File: src/rtl/reg_writeback_arbiter.sv
// Register-file write-port owner: merges single-cycle pipeline writebacks with
// buffered long-latency results, keeps write-after-write order, and forwards
// every not-yet-committed value to decode.
module reg_writeback_arbiter #(
  parameter int unsigned WIDTH      = 32,
  parameter int unsigned REG_ADDR   = 5,
  parameter int unsigned FIFO_DEPTH = 4
) (
  input  logic                         CLK,
  input  logic                         RST,
  input  logic                         pipe_we,
  input  logic [REG_ADDR-1:0]          pipe_addr,
  input  logic [WIDTH-1:0]             pipe_data,
  input  logic                         sec_valid,
  output logic                         sec_ready,
  input  logic [REG_ADDR-1:0]          sec_addr,
  input  logic [WIDTH-1:0]             sec_data,
  input  logic [REG_ADDR-1:0]          RA1,
  input  logic [REG_ADDR-1:0]          RA2,
  output logic                         fwd1_hit,
  output logic [WIDTH-1:0]             fwd1_data,
  output logic                         fwd2_hit,
  output logic [WIDTH-1:0]             fwd2_data,
  output logic [REG_ADDR-1:0]          A3,
  output logic                         WE3,
  output logic [WIDTH-1:0]             WD3,
  output logic [$clog2(FIFO_DEPTH):0]  pending,
  output logic                         idle
);

  localparam int unsigned PTR_W = $clog2(FIFO_DEPTH);
  localparam int unsigned CNT_W = PTR_W + 1;

  logic [REG_ADDR-1:0]   q_addr [FIFO_DEPTH];
  logic [WIDTH-1:0]      q_data [FIFO_DEPTH];
  logic [FIFO_DEPTH-1:0] q_vld;
  logic [PTR_W-1:0]      head;
  logic [PTR_W-1:0]      tail;
  logic [CNT_W-1:0]      count;

  logic pipe_wr;
  logic push;
  logic pop;
  logic fifo_empty;

  // Handshake and arbitration decisions; occupancy alone defines full/empty
  assign fifo_empty = (count == '0);
  assign sec_ready  = (count != CNT_W'(FIFO_DEPTH));
  assign pipe_wr    = pipe_we && (pipe_addr != '0);
  assign push       = sec_valid && sec_ready && (sec_addr != '0);
  assign pop        = !pipe_wr && !fifo_empty;
  assign pending    = count;
  assign idle       = fifo_empty && !WE3;

  // Newest pending value for one read address: live FIFO entries beat WD3
  function automatic logic [WIDTH:0] lookup(input logic [REG_ADDR-1:0] ra);
    logic [WIDTH:0]   res;
    logic [PTR_W-1:0] idx;
    res = '0;
    idx = '0;
    if (WE3 && (A3 == ra)) res = {1'b1, WD3};
    // Oldest to newest so the newest live match is the one that sticks
    for (int k = 0; k < int'(FIFO_DEPTH); k++) begin
      idx = head + PTR_W'(k);
      if ((CNT_W'(k) < count) && q_vld[idx] && (q_addr[idx] == ra))
        res = {1'b1, q_data[idx]};
    end
    if (ra == '0) res = '0;
    return res;
  endfunction

  // Decode forwarding from registered state only
  always_comb begin
    {fwd1_hit, fwd1_data} = lookup(RA1);
    {fwd2_hit, fwd2_data} = lookup(RA2);
  end

  // FIFO storage, WAW kill, pointers and the registered RF write port
  always_ff @(posedge CLK or negedge RST) begin
    if (!RST) begin
      for (int i = 0; i < int'(FIFO_DEPTH); i++) begin
        q_addr[i] <= '0;
        q_data[i] <= '0;
      end
      q_vld <= '0;
      head  <= '0;
      tail  <= '0;
      count <= '0;
      WE3   <= 1'b0;
      A3    <= '0;
      WD3   <= '0;
    end else begin
      for (int i = 0; i < int'(FIFO_DEPTH); i++) begin
        if (pipe_wr && (q_addr[i] == pipe_addr)) q_vld[i] <= 1'b0;
      end
      // A same-cycle push is older than the pipe write, so it is born dead
      if (push) begin
        q_addr[tail] <= sec_addr;
        q_data[tail] <= sec_data;
        q_vld[tail]  <= !(pipe_wr && (sec_addr == pipe_addr));
        tail         <= tail + PTR_W'(1);
      end
      if (pop) head <= head + PTR_W'(1);
      count <= count + CNT_W'(push) - CNT_W'(pop);

      if (pipe_wr) begin
        WE3 <= 1'b1;
        A3  <= pipe_addr;
        WD3 <= pipe_data;
      end else if (pop && q_vld[head]) begin
        WE3 <= 1'b1;
        A3  <= q_addr[head];
        WD3 <= q_data[head];
      end else begin
        WE3 <= 1'b0;
      end
    end
  end

endmodule

File: config.mk
export PLATFORM = sky130hd
export DESIGN_NAME = reg_writeback_arbiter
export DESIGN_NICKNAME = d
export VERILOG_FILES = /design/src/rtl/reg_writeback_arbiter.sv
export SDC_FILE = /design/constraint.sdc
export NUM_CORES = 1
export LEC_CHECK = 0
export ABC_AREA = 1
export BUFFER_PORTS_ARGS = -buffer_cell sky130_fd_sc_hd__buf_2
export CORE_UTILIZATION = 25
export CTS_CLUSTER_DIAMETER = 150
export CTS_CLUSTER_SIZE = 16
export DETAILED_ROUTE_END_ITERATION = 6
export PLACE_DENSITY = 0.37
export SYNTH_ARGS = -nofsm -noshare
export SYNTH_HDL_FRONTEND = slang
export SYNTH_SLANG_ARGS = --single-unit
export TNS_END_PERCENT = 1
File: constraint.sdc
create_clock -name CLK -period 4.65 [get_ports CLK]
set_clock_uncertainty 0.05 [all_clocks]
set_input_delay 1.395 -clock CLK [delete_from_list [all_inputs] [get_ports CLK]]
set_output_delay 1.395 -clock CLK [all_outputs]
set_load 0.02 [all_outputs]
==> flow_summary.json <==
{
  "status": "finished, violations left",
  "violations": "setup timing",
  "place_inst": 3732,
  "initial_core_util_pct": 25.5,
  "setup_slack_ns": -0.0320,
  "synth-xor-area-share_pct": 2.12,
  "p_per_area_nw_per_um2": 843,
  "synth_fa_ha_area_share_pct": 0.726,
  "power_frac_seq_pct": 18.2,
  "hpwlAfterDp_um": 59900,
  "final_common_cell": "nand2_1",
  "switchingPower_w": 0.0103,
  "worstSetupPathType": "in2out",
  "cp_slowest_cell": "nand4_1",
  "async_reset_ff_share_pct": 100,
  "drt_iter0_drc": 1784,
  "htreeDepth": 4,
  "muxShareOfSynthArea_pct": 0,
  "worstPathMaxFanout": 10,
  "clock_latency_ns": 0.51,
  "clockBufferDepth": 2,
  "synthFlopType": "dfrtp_1",
  "start_kind": "primary input",
  "worstPathRequired_ns": 3.20,
  "path_cells": "buf_2 -> buf_4 -> buf_4 -> nand2_1 -> nand4_1 -> nor2_4 -> buf_12 -> buf_12 -> clkinvlp_4 -> buf_4 -> nand2_1 -> nor2_1 -> nor2_1 -> buf_4",
  "drive_gt1_share_pct": 20.1,
  "netlist_area_um2": 16500,
  "grt_pass1_vias": 16800,
  "drv_cap": 0,
  "place_congestion": 0.931,
  "grt_first_pass_wirelength_um": 116000,
  "min_period_over_period_pct": 101,
  "synth-seq-area-share_pct": 29.8,
  "sw_frac_of_total_pct": 58.2,
  "rsz0062_at_grt": "true",
  "stdcell_count": 3788,
  "rows": 93,
  "grt-ovfl-total": 0,
  "p_leak_nw": 9.96,
  "clockRootBuffer": "clkbuf_16",
  "p_int_w": 0.00740,
  "ir_drop_mv": 0.369,
  "timing.fmax_mhz": 214,
  "syn2layout_area_growth_pct": 27.0,
  "drc": 0,
  "syn_inst": 2701,
  "numCtsBuffers": 17,
  "clock_sinks": 197,
  "post-route-util_pct": 32.4,
  "worstHoldStart": "q_data[12]",
  "n_fill_cell": 7229,
  "synth_compound_area_share_pct": 20.3,
  "slew_headroom_pct": 41.4,
  "worst_pin_slew_ns": 0.878,
  "ys_seq_elements": 197,
  "core-area_um2": 64900,
  "clockPowerShare_pct": 9.2,
  "worstHoldPathType": "reg2reg",
  "clk_pin_slew_worst_paths_ns": 0.10,
  "antenna_left": 0,
  "die_area_um2": 67200,
  "yosys.cell_types.count": 48,
  "rrSetupSlack_ns": 2.12,
  "ys_warn_count": 0,
  "routed_wl_um": 81700,
  "grt_use_total_pct": 23.5,
  "cp_common_cell": "buf_4",
  "worstPathArrival_ns": 3.24,
  "vias_per_cell": 4.94,
  "combPwrFrac_pct": 72.6,
  "layout_common_cells": "nand2_1 (779), o21ai_0 (397), inv_1 (264)",
  "fin_nets": 3016,
  "grt_max_degree": 96,
  "die_x_um": 259,
  "synth_edf_count": 0,
  "io_pins": 197,
  "antenna_found_initial": 2,
  "synth-simple-area-share_pct": 34.9,
  "slew_viol_final": 0,
  "vias": 18700,
  "fp.dieH_um": 259,
  "slowest_delay_ns": 0.19,
  "finalCriticalPeriod_ns": 4.68,
  "syn_nets": 2798,
  "tritoncts": "done",
  "rr_startpoint": "pending[0]",
  "timing.final.hold_violations": 0,
  "wire_per_inst_um": 21.6,
  "finalSetupTns_ns": -0.0594,
  "crit_path_end_kind": "primary output",
  "finalSetupViolCount": 3,
  "port_buffers": 196,
  "setup.worst_path.start": "RA2[0]",
  "syn_area_per_cell_um2": 6.13,
  "dr.pass1.iters": 6,
  "finalPower_w": 0.0177,
  "synth_top_family_by_area": "simple AND/OR/NAND/NOR gates"
}
[cell usage after synthesis, types with 2 or more instances]
cell type  count  area [um2]
clkbuf_2       3        15.0
a31oi_1       32         200
o21ai_0      431        2160
ha_1           8         100
o22ai_1        5        31.3
nand3b_1       2        15.0
clkbuf_1     107         402
a21oi_2       20         175
or2_0         22         138
nor3_1         6        30.0
nand4_1       81         507
o211ai_1       6        45.0
nand2_1      789        2960
o21ai_1       37         185
or2_1         21         131
xor2_1        27         236
buf_2         53         265
dfrtp_1      197        4930
xnor2_1       13         114
buf_1         12        45.0
buf_6         16         180
inv_1        268        1010
a21oi_1       50         250
o41ai_1        2        17.5
nand3_2        2        20.0
o21ai_2        3        26.3
nor2_2        12        75.1
or2_2         15        93.8
nand3_1      155         776
o21a_1        33         248
inv_2          8        30.0
nor2_4         2        22.5
buf_4          8        60.1
nor2_1       236         886
nand2_2        6        37.5
[timing repair]
item                                    CTS  global route
setup buffers                             8             2
resized for setup                        67           124
gates cloned                              3            10
endpoints found under the setup margin   66            65
hold buffers                              0             0
pin swaps                                 6            23
[through the flow]
stage	setup WS (ns)	cell area, um2	hold slack, ns
6_report	-0.0320	21000	0.477
5_1_grt	-0.109	21000	0.516
4_1_cts	-0.0231	20400	0.482
3_5_place_dp	-0.0694	19400	0.458
3_3_place_gp	-0.0738	19400	0.449
2_1_floorplan	0.291	16500	0.433
[power by group through the flow]
stage	Clock, W	Sequential [W]	Combinational (W)
floorplan	0	0.00324	0.00654
global placement	0	0.00323	0.0118
detailed placement	0	0.00325	0.0118
CTS	0.00169	0.00321	0.0122
global route	0.00174	0.00333	0.0140
finish	0.00163	0.00322	0.0129
[cell type report]
class	count	area (um2)	share of cell area, %
Clock buffer	17	425	2.02
Clock inverter	15	199	0.946
Timing Repair Buffer	396	3210	15.3
Inverter	277	1060	5.04
Antenna cell	1	2.50	0.0119
Tap cell	855	1070	5.09
Multi-Input combinational cell	2030	10100	48.1
Sequential cell	197	4940	23.5
[logic make-up (layout without fill, tap and decap cells)]
logic type                 after synthesis  in the layout
and+or+nand+nor                       1357           1359
AOI/OAI and AO/OA                      622            622
buffers and inverters                  476            705
DFF                                    197            197
xor gates and xnor gates                40             40
adders and majority gates                9              9
other                                    0              1
[registers in the layout, summed over array words and instances, names as in the netlist]
signal	flops
q_vld	4
pending	3
WD3	32
WE3	1
q_data	128
q_addr	20
head	2
A3	5
tail	2
[critical path, delay by kind of cell]
kind	cells	cell delay, ns
buf+inv	8	1.16
simple gates	6	0.67
[per-layer routing]
layer	vias up	wire, um	track usage, %
met3	40	5570	4.39
li1	9138	-	-
met5	-	13	0
met1	8898	43800	38.7
met4	2	846	4.00
met2	648	31400	30.7
[path summary, 6_finish.rpt]
| check | endpoint | cells after the start |
|---|---|---|
| min in group asynchronous | q_addr[15] | 1 |
| setup / recovery | fwd2_hit | 14 |
| max in group asynchronous | q_data[34] | 2 |
| hold reg to reg | q_data[12] | 2 |
| hold / removal | q_data[12] | 2 |
| setup reg to reg | q_data[57] | 7 |
Power figures use the tool's default switching activity.
